[config.mk]
export PLATFORM = sky130hd
export DESIGN_NAME = vec_sequencer
export DESIGN_NICKNAME = d
export VERILOG_FILES = /design/src/rtl/vec_sequencer_pkg.sv /design/src/rtl/vec_addr_gen.sv /design/src/rtl/vec_sequencer.sv
export SDC_FILE = /design/constraint.sdc
export NUM_CORES = 1
export LEC_CHECK = 0
export BUFFER_PORTS_ARGS = -buffer_cell sky130_fd_sc_hd__buf_2
export CORE_MARGIN = 2
export CORE_UTILIZATION = 40
export CTS_BUF_LIST = sky130_fd_sc_hd__clkbuf_8
export CTS_CLUSTER_DIAMETER = 200
export DETAILED_ROUTE_END_ITERATION = 8
export GPL_ROUTABILITY_DRIVEN = 0
export PLACE_DENSITY = 0.66
export SYNTH_ARGS = -nofsm -noshare
export SYNTH_HDL_FRONTEND = slang
export SYNTH_HIERARCHICAL = 1
export SYNTH_SLANG_ARGS = --single-unit
[constraint.sdc]
create_clock -name clk -period 4.25 [get_ports clk]
set_clock_uncertainty 0.15 [all_clocks]
set_input_delay 0.85 -clock clk [delete_from_list [all_inputs] [get_ports clk]]
set_output_delay 0.85 -clock clk [all_outputs]
set_load 0.005 [all_outputs]
[src/rtl/vec_sequencer_pkg.sv]
// Shared SIMD definitions: ALU opcodes, sequencer states and the read-to-result pipeline depth.
// Used by the vector sequencer and by the PE lane array.
package vec_sequencer_pkg;

    localparam int PIPE_LAT = 2;

    typedef enum logic [3:0] {
        OP_NOOP = 4'd0,
        OP_ADD  = 4'd1,
        OP_SUB  = 4'd2,
        OP_MUL  = 4'd3,
        OP_DOTP = 4'd4
    } opcode_e;

    typedef enum logic [2:0] {
        ST_IDLE,
        ST_ISSUE,
        ST_DRAIN,
        ST_DOTP_WR,
        ST_DONE
    } seq_state_e;

    function automatic logic is_valid_op(input logic [31:0] op);
        return (op >= 32'(OP_ADD)) && (op <= 32'(OP_DOTP));
    endfunction

endpackage

[src/rtl/vec_addr_gen.sv]
// Row address counter: loads a base row, then advances by one per step,
// wrapping modulo 2^ADDR_WIDTH.
module vec_addr_gen #(
    parameter int ADDR_WIDTH = 8
) (
    input  logic                  clk,
    input  logic                  rst,
    input  logic                  i_load,
    input  logic [ADDR_WIDTH-1:0] i_base,
    input  logic                  i_step,
    output logic [ADDR_WIDTH-1:0] o_addr
);

    logic [ADDR_WIDTH-1:0] r_addr;

    // NOTE: clocked state uses non-blocking assignments so every register samples pre-edge values.
    always_ff @(posedge clk or posedge rst) begin
        if (rst) begin
            r_addr <= '0;
        end else if (i_load) begin
            r_addr <= i_base;
        end else if (i_step) begin
            r_addr <= r_addr + ADDR_WIDTH'(1);
        end
    end

    assign o_addr = r_addr;

endmodule

[src/rtl/vec_sequencer.sv]
// Vector command sequencer: streams rows from RAMs A/B through the PE lanes and
// writes per-row results (ADD/SUB/MUL) or one dot-product row (DOTP).
module vec_sequencer
    import vec_sequencer_pkg::*;
#(
    parameter int DATA_WIDTH      = 32,
    parameter int PE_ELEMENTS     = 4,
    parameter int DRAM_ADDR_WIDTH = 8,
    parameter int OPCODE_WIDTH    = 4,
    parameter int LEN_WIDTH       = 8
) (
    input  logic                                    clk,
    input  logic                                    rst,
    input  logic                                    cmd_valid,
    output logic                                    cmd_ready,
    input  logic [OPCODE_WIDTH-1:0]                 cmd_opcode,
    input  logic [DRAM_ADDR_WIDTH-1:0]              cmd_a_base,
    input  logic [DRAM_ADDR_WIDTH-1:0]              cmd_b_base,
    input  logic [DRAM_ADDR_WIDTH-1:0]              cmd_r_base,
    input  logic [LEN_WIDTH-1:0]                    cmd_len,
    output logic                                    ram_a_rd_en,
    output logic                                    ram_b_rd_en,
    output logic [DRAM_ADDR_WIDTH-1:0]              ram_a_read_addr,
    output logic [DRAM_ADDR_WIDTH-1:0]              ram_b_read_addr,
    output logic [OPCODE_WIDTH-1:0]                 pe_opcode,
    input  logic [PE_ELEMENTS-1:0][DATA_WIDTH-1:0]  pe_result,
    output logic                                    ram_result_wr_en,
    output logic [DRAM_ADDR_WIDTH-1:0]              ram_result_write_addr,
    output logic [PE_ELEMENTS-1:0][DATA_WIDTH-1:0]  ram_result_write_data,
    output logic                                    busy,
    output logic                                    done,
    output logic                                    cmd_err
);

    seq_state_e                 r_state, w_next_state;
    logic [OPCODE_WIDTH-1:0]    r_opcode;
    logic [LEN_WIDTH-1:0]       r_len, r_issue_cnt;
    logic                       r_err;
    logic [DATA_WIDTH-1:0]      r_acc, w_lane_sum;
    logic [PIPE_LAT-1:0]        r_pipe_valid;
    logic [DRAM_ADDR_WIDTH-1:0] w_a_addr, w_b_addr, w_r_addr;
    logic w_idle, w_accept, w_cmd_bad, w_issue, w_last_issue;
    logic w_retire, w_is_dotp, w_row_wr, w_dotp_wr;

    assign w_idle       = (r_state == ST_IDLE);
    assign w_accept     = cmd_valid && w_idle;
    assign w_cmd_bad    = !is_valid_op(32'(cmd_opcode));
    assign w_issue      = (r_state == ST_ISSUE);
    assign w_last_issue = w_issue && (r_issue_cnt == r_len - LEN_WIDTH'(1));
    assign w_retire     = r_pipe_valid[PIPE_LAT-1];
    assign w_is_dotp    = (r_opcode == OPCODE_WIDTH'(OP_DOTP));
    assign w_row_wr     = w_retire && !w_is_dotp;
    assign w_dotp_wr    = (r_state == ST_DOTP_WR);

    vec_addr_gen #(.ADDR_WIDTH(DRAM_ADDR_WIDTH)) u_addr_a (
        .clk(clk), .rst(rst), .i_load(w_accept), .i_base(cmd_a_base), .i_step(w_issue), .o_addr(w_a_addr)
    );
    vec_addr_gen #(.ADDR_WIDTH(DRAM_ADDR_WIDTH)) u_addr_b (
        .clk(clk), .rst(rst), .i_load(w_accept), .i_base(cmd_b_base), .i_step(w_issue), .o_addr(w_b_addr)
    );
    // The result counter advances only as row writes retire, so DOTP_WR still sees r_base.
    vec_addr_gen #(.ADDR_WIDTH(DRAM_ADDR_WIDTH)) u_addr_r (
        .clk(clk), .rst(rst), .i_load(w_accept), .i_base(cmd_r_base), .i_step(w_row_wr), .o_addr(w_r_addr)
    );

    always_ff @(posedge clk or posedge rst) begin
        if (rst) begin
            r_state <= ST_IDLE;
        end else begin
            r_state <= w_next_state;
        end
    end

    // NOTE: every always_comb output gets a default first so no path leaves it unassigned (no latches).
    always_comb begin
        w_next_state = r_state;
        cmd_ready    = 1'b0;
        busy         = 1'b1;
        done         = 1'b0;
        cmd_err      = 1'b0;
        pe_opcode    = '0;
        case (r_state)
            ST_IDLE: begin
                cmd_ready = 1'b1;
                busy      = 1'b0;
                if (cmd_valid) begin
                    w_next_state = (w_cmd_bad || cmd_len == '0) ? ST_DONE : ST_ISSUE;
                end
            end
            ST_ISSUE: begin
                pe_opcode = r_opcode;
                if (w_last_issue) w_next_state = ST_DRAIN;
            end
            ST_DRAIN: begin
                pe_opcode = r_opcode;
                if (r_pipe_valid == '0) w_next_state = w_is_dotp ? ST_DOTP_WR : ST_DONE;
            end
            ST_DOTP_WR: w_next_state = ST_DONE;
            ST_DONE: begin
                done         = 1'b1;
                cmd_err      = r_err;
                w_next_state = ST_IDLE;
            end
            default: w_next_state = ST_IDLE;
        endcase
    end

    always_comb begin
        w_lane_sum = '0;
        for (int i = 0; i < PE_ELEMENTS; i++) begin
            w_lane_sum = w_lane_sum + pe_result[i];
        end
    end

    always_ff @(posedge clk or posedge rst) begin
        if (rst) begin
            r_opcode     <= '0;
            r_len        <= '0;
            r_err        <= 1'b0;
            r_issue_cnt  <= '0;
            r_acc        <= '0;
            r_pipe_valid <= '0;
        end else begin
            r_pipe_valid <= {r_pipe_valid[PIPE_LAT-2:0], w_issue};
            if (w_accept) begin
                r_opcode    <= cmd_opcode;
                r_len       <= cmd_len;
                r_err       <= w_cmd_bad;
                r_issue_cnt <= '0;
                r_acc       <= '0;
            end else begin
                if (w_issue) r_issue_cnt <= r_issue_cnt + LEN_WIDTH'(1);
                if (w_retire && w_is_dotp) r_acc <= r_acc + w_lane_sum;
            end
        end
    end

    assign ram_a_rd_en           = w_issue;
    assign ram_b_rd_en           = w_issue;
    assign ram_a_read_addr       = w_issue ? w_a_addr : '0;
    assign ram_b_read_addr       = w_issue ? w_b_addr : '0;
    assign ram_result_wr_en      = w_row_wr || w_dotp_wr;
    assign ram_result_write_addr = ram_result_wr_en ? w_r_addr : '0;

    always_comb begin
        ram_result_write_data = '0;
        if (w_row_wr) begin
            ram_result_write_data = pe_result;
        end else if (w_dotp_wr) begin
            ram_result_write_data[0] = r_acc;
        end
    end

endmodule

After elaboration in Yosys (flattened, before gate mapping)

Index checks and enable logic that the tools add are counted.

Add/sub/neg operators: 9
Multiplexer cells: 27
Reductions and logical operators: 17
Equality and inequality tests: 9
$lt $le $gt $ge: 2

Operators by type and width:

| kind                                                                              | number |
|---|---|
| 32-bit adder                                                                      | 4 |
| 32-bit 2-to-1 mux                                                                 | 4 |
| 96-bit 2-to-1 mux                                                                 | 1 |
| 8-bit 2-to-1 mux                                                                  | 11 |
| 8-bit by 1-bit adder with 8-bit output (second input constant)                    | 4 |
| 3-bit 2-to-1 mux                                                                  | 5 |
| 3-bit case mux with 4 select lines                                                | 1 |
| 8-bit equality test                                                               | 1 |
| 8-bit zero test                                                                   | 1 |
| 8-bit by 1-bit subtractor with 8-bit output (second input constant)               | 1 |
| 3-bit by 2-bit equality test with 1-bit output (second input constant)            | 2 |
| 2-bit nonzero test                                                                | 3 |
| 1-bit logical AND                                                                 | 5 |
| 4-bit by 3-bit equality test with 1-bit output (second input constant)            | 1 |
| 4-bit by 1-bit >= comparator with 1-bit output (second input constant)            | 1 |
| 4-bit by 3-bit less-or-equal comparator with 1-bit output (second input constant) | 1 |
| 1-bit 2-to-1 mux                                                                  | 4 |
| 4-bit 2-to-1 mux                                                                  | 1 |
| 2-bit inequality test (second input constant)                                     | 2 |
| 3-bit by 1-bit equality test with 1-bit output (second input constant)            | 1 |
| 3-bit equality test (second input constant)                                       | 1 |
| 3-bit zero test                                                                   | 1 |
| 3-bit AND reduction                                                               | 1 |
| 1-bit zero test                                                                   | 2 |
| other kinds (4)                                                                   | 5 |

Register bits: 82
Input port bits: 167
Output and inout port bits: 163
Word-level logic and storage cells: 74

Depth between registers and ports, before layout

Depth in word-level cells: 7
Depth in mapped cells: 16
Mapped depth without buffers: 15

Cells and area by module

Netlist, hierarchy kept.

By module, submodules not included:

| module        | cells each | area an instance (um^2) | times used | sequential area each (um^2) |
|---|---|---|---|---|
| vec_sequencer | 1,121      | 8,603.3                 | 1          | 1,451.4 |
| vec_addr_gen  | 50         | 445.4                   | 3          | 200.2 |

Least setup slack after synthesis

OpenSTA, ideal clock, no wires.

Kind: in2reg
Start: input port pe_result[1] (netlist bit)
End: register r_acc[11]
Arrival: 4.461 ns
Library setup time: 0.069 ns
Path slack: -0.430 ns
Cell stages on the path: 14
Required time: 4.031 ns
Path buffers: 0
Cell sequence: inv_1 -> fa_1 -> fa_1 -> fa_1 -> inv_1 -> ha_1 -> fa_1 -> a21oi_1 -> o21ai_1 -> a21o_1 -> a21o_1 -> a211o_1 -> a2111o_1 -> nand3_1

Longest elaborated chain between the ends: 6

RTL lines:

| element                    | RTL line             | source |
|---|---|---|
| from (decl)                | vec_sequencer.sv:26  | `input logic [PE_ELEMENTS-1:0][DATA_WIDTH-1:0] pe_result,` |
| 32-bit adder (3 in series) | vec_sequencer.sv:111 | `w_lane_sum = w_lane_sum + pe_result[i];` |
| 32-bit adder               | vec_sequencer.sv:133 | `if (w_retire && w_is_dotp) r_acc <= r_acc + w_lane_sum;` |
| 32-bit 2-to-1 mux          | vec_sequencer.sv:133 |  |
| 32-bit 2-to-1 mux          | vec_sequencer.sv:125 | `if (w_accept) begin` |
| to (signal assigned)       | vec_sequencer.sv:133 |  |
| to (decl)                  | vec_sequencer.sv:39  | `logic [DATA_WIDTH-1:0] r_acc, w_lane_sum;` |

Every way passes these cells. The select of a mux whose other input is x is not followed.
A chain may end at the register's enable or synchronous reset.

Worst setup path after layout

Start: input port pe_result[2] (netlist bit)
End: register r_acc[27]

The elaborated chain is that of the path after synthesis.

==> flow_summary.ini <==
[detailed_routing]
ant_nets = 0
drt-initial-drc-count = 267
wire_per_inst_um = 13.6
drt_first_pass_iters = 4
vias_per_cell = 4.84
drc = 0
routed_wl_um = 26800
vias = 9532

[flow_run]
maxCapViolCount = 0

[power_and_ir_drop]
leakage_nw = 7.39
vdd_drop_max_mv = 0.284
power.density_nw_per_um2 = 557
total_power_mw = 7.25

[global_route]
first_global_vias = 9394
grt_max_degree = 100
antenna_found_initial = 1
track_usage = 0.206
grt_pass1_wl_um = 44500
overflow = 0

[sta]
setup_violations = 8
final_hold_viol_count = 0
rsz0062_at_grt = yes
slew_headroom = 0.342
fmax_ghz = 0.230
fin_crit_sh = 1.02
tightest_slew_ps = 984
drv_slew = 0
fin_crit_ps = 4350
post-route-worst-setup-slack_ps = -101

[floorplan]
start_util = 0.408
die_x_um = 162
ioPinCount = 330
die_area_um2 = 26100
row_count = 57
core_um2 = 24400
die_h_um = 162

[worst_hold_path]
holdCritPathClass = flop to flop
min_path_cells = 0

[yosys]
synth_cell_type_count = 72
yosys.area_share.xor_xnor = 0.0485
synth_top_family_by_area = adder cells
synthSimpleGateAreaFrac = 0.228
seq_area_frac_synth = 0.206
syn_area_per_cell_um2 = 7.82
synth_edf_count = 0
ys.flop_type = dfrtp_1
synth_top_area_frac = 0.206
synthAdderAreaFrac = 0.232
syn_area_um2 = 9940
synth.most_common_cell = inv_1
synthTopCellsByCount = inv_1, nand2_1, and3_1
synth_compound_area_frac = 0.128
muxShareOfSynthArea = 0.0154
yosys-top-cells-area = dfrtp_1, fa_1, inv_1, and3_1, nand2_1
yosys_warnings = 6
async_reset_ff_frac = 1.00
synthCells = 1271
ys_ff_latch = 82
syn_nets = 1567
yosys.area.top_type = dfrtp_1

[critical_path]
criticalPathCategory = primary input to flop
rr_worst_depth = 12
arrival_ps = 4480
cp_max_fo = 5
required_ps = 4380
crit_path_start_kind = primary input
cp-end-kind = flop

[clock_tree]
root_buffer = clkbuf_8
clockBufferDepth = 2
cts_buffers = 9
clkSinkCount = 82
clk_latency_ps = 380
cts_tree = done
clk_pin_slew_ps = 110
cts_max_level = 3

[layout]
final_cells = 1968
final_nets = 1935
stdcell_area_um2 = 13000
drive_gt1_frac = 0.325
n_antenna_cell = 0
areaGrowthSynthToFinish_pct = 30.8
fin_util = 0.533

[placed_design]
place_area_um2 = 12500
dp_cells = 1943
portBuffers = 329
dp_hpwl_um = 21300

[outcome]
violations = negative setup slack
status = complete, but fails checks
state kept, by name, indices dropped and copies added (netlist names):
| name | count |
|---|---|
| r_len | 8 |
| u_addr_b/o_addr | 8 |
| r_acc | 32 |
| r_opcode | 4 |
| r_err | 1 |
| r_issue_cnt | 8 |
| r_state | 3 |
| u_addr_r/o_addr | 8 |
| u_addr_a/o_addr | 8 |
| r_pipe_valid | 2 |
routing by layer:
metal | share of wire | track usage
met3 | 0.058 | 0.0383
met5 | 0.00041 | 0
met1 | 0.44 | 0.265
met4 | 0.013 | 0.0467
met2 | 0.49 | 0.363
final timing paths:
| path | start | to | slack (ps) |
|---|---|---|---|
| min reg2reg | r_pipe_valid[0] | r_pipe_valid[1] | 240 |
| max reg2reg | r_acc[1] | r_acc[27] | 1010 |
| min in group asynchronous | rst | u_addr_a/o_addr[3] | 300 |
| max | pe_result[2] | r_acc[27] | -100 |
| max in group asynchronous | rst | r_len[2] | 2680 |
| min | r_pipe_valid[0] | r_pipe_valid[1] | 240 |
kinds of logic after synthesis:
group | Yosys count
xor+xnor | 55
mux | 14
buf+inv | 370
compound gates | 196
simple gates | 425
flops | 82
fa+ha+maj | 129
through the flow:
stage / worst slack [ps] / hold slack [ps] / TNS, ps
2_1_floorplan: -230 / 205 / -1340
3_3_place_gp: -560 / 212 / -8830
3_5_place_dp: -627 / 211 / -9730
4_1_cts: -92.9 / 237 / -359
5_1_grt: -269 / 243 / -1970
6_report: -101 / 236 / -322
placed cells by master, fill, tap and decap left out, drive strengths merged, types with 5 or more instances in the layout:
cell type  count
a211oi         6
a21o          13
a21oi         28
a31oi          6
a32o           5
and2          25
and3         105
buf          419
clkbuf         9
dfrtp         82
fa            92
ha            37
inv          313
mux2          10
nand2        142
nand3         32
nand4         17
nor2          36
nor2b         21
nor3           6
o211ai         8
o21ai         94
o31ai          5
or3            9
or4            9
xnor2         30
xor2          25
what timing repair did:
action / in CTS / in global routing
gates resized for setup: 26 / 27
setup endpoints to repair: 12 / 21
hold buffers: 0 / 0
pin swaps: 21 / 36
setup buffers: 7 / 3
power breakdown:
group,internal [mW],switching (mW),leakage [nW],total [mW]
sequential,1.03,0.327,1.07,1.36
clock,0.235,0.364,0.103,0.599
combinational,2.52,2.76,6.22,5.29
total,3.79,3.46,7.39,7.25
cell type report:
type,instances,area [µm²]
Clock buffer,9,124
Timing Repair Buffer,419,2340
Clock inverter,7,76.3
Tap cell,324,405
Fill cell,2409,11400
Sequential cell,82,2050
Multi-Input combinational cell,819,6830
Inverter,308,1170
worst max-delay path, stage by stage:
cell      delay, ps
buf_8            90
inv_8            30
fa_1            540
inv_2            40
fa_1            510
inv_2            40
fa_1            480
inv_2            50
fa_2            390
a21oi_2         150
o211ai_1        110
o211ai_1        170
a21o_1          280
a311oi_4        140
or3_1           360
a32o_1          250
Power figures use the tool's default switching activity.
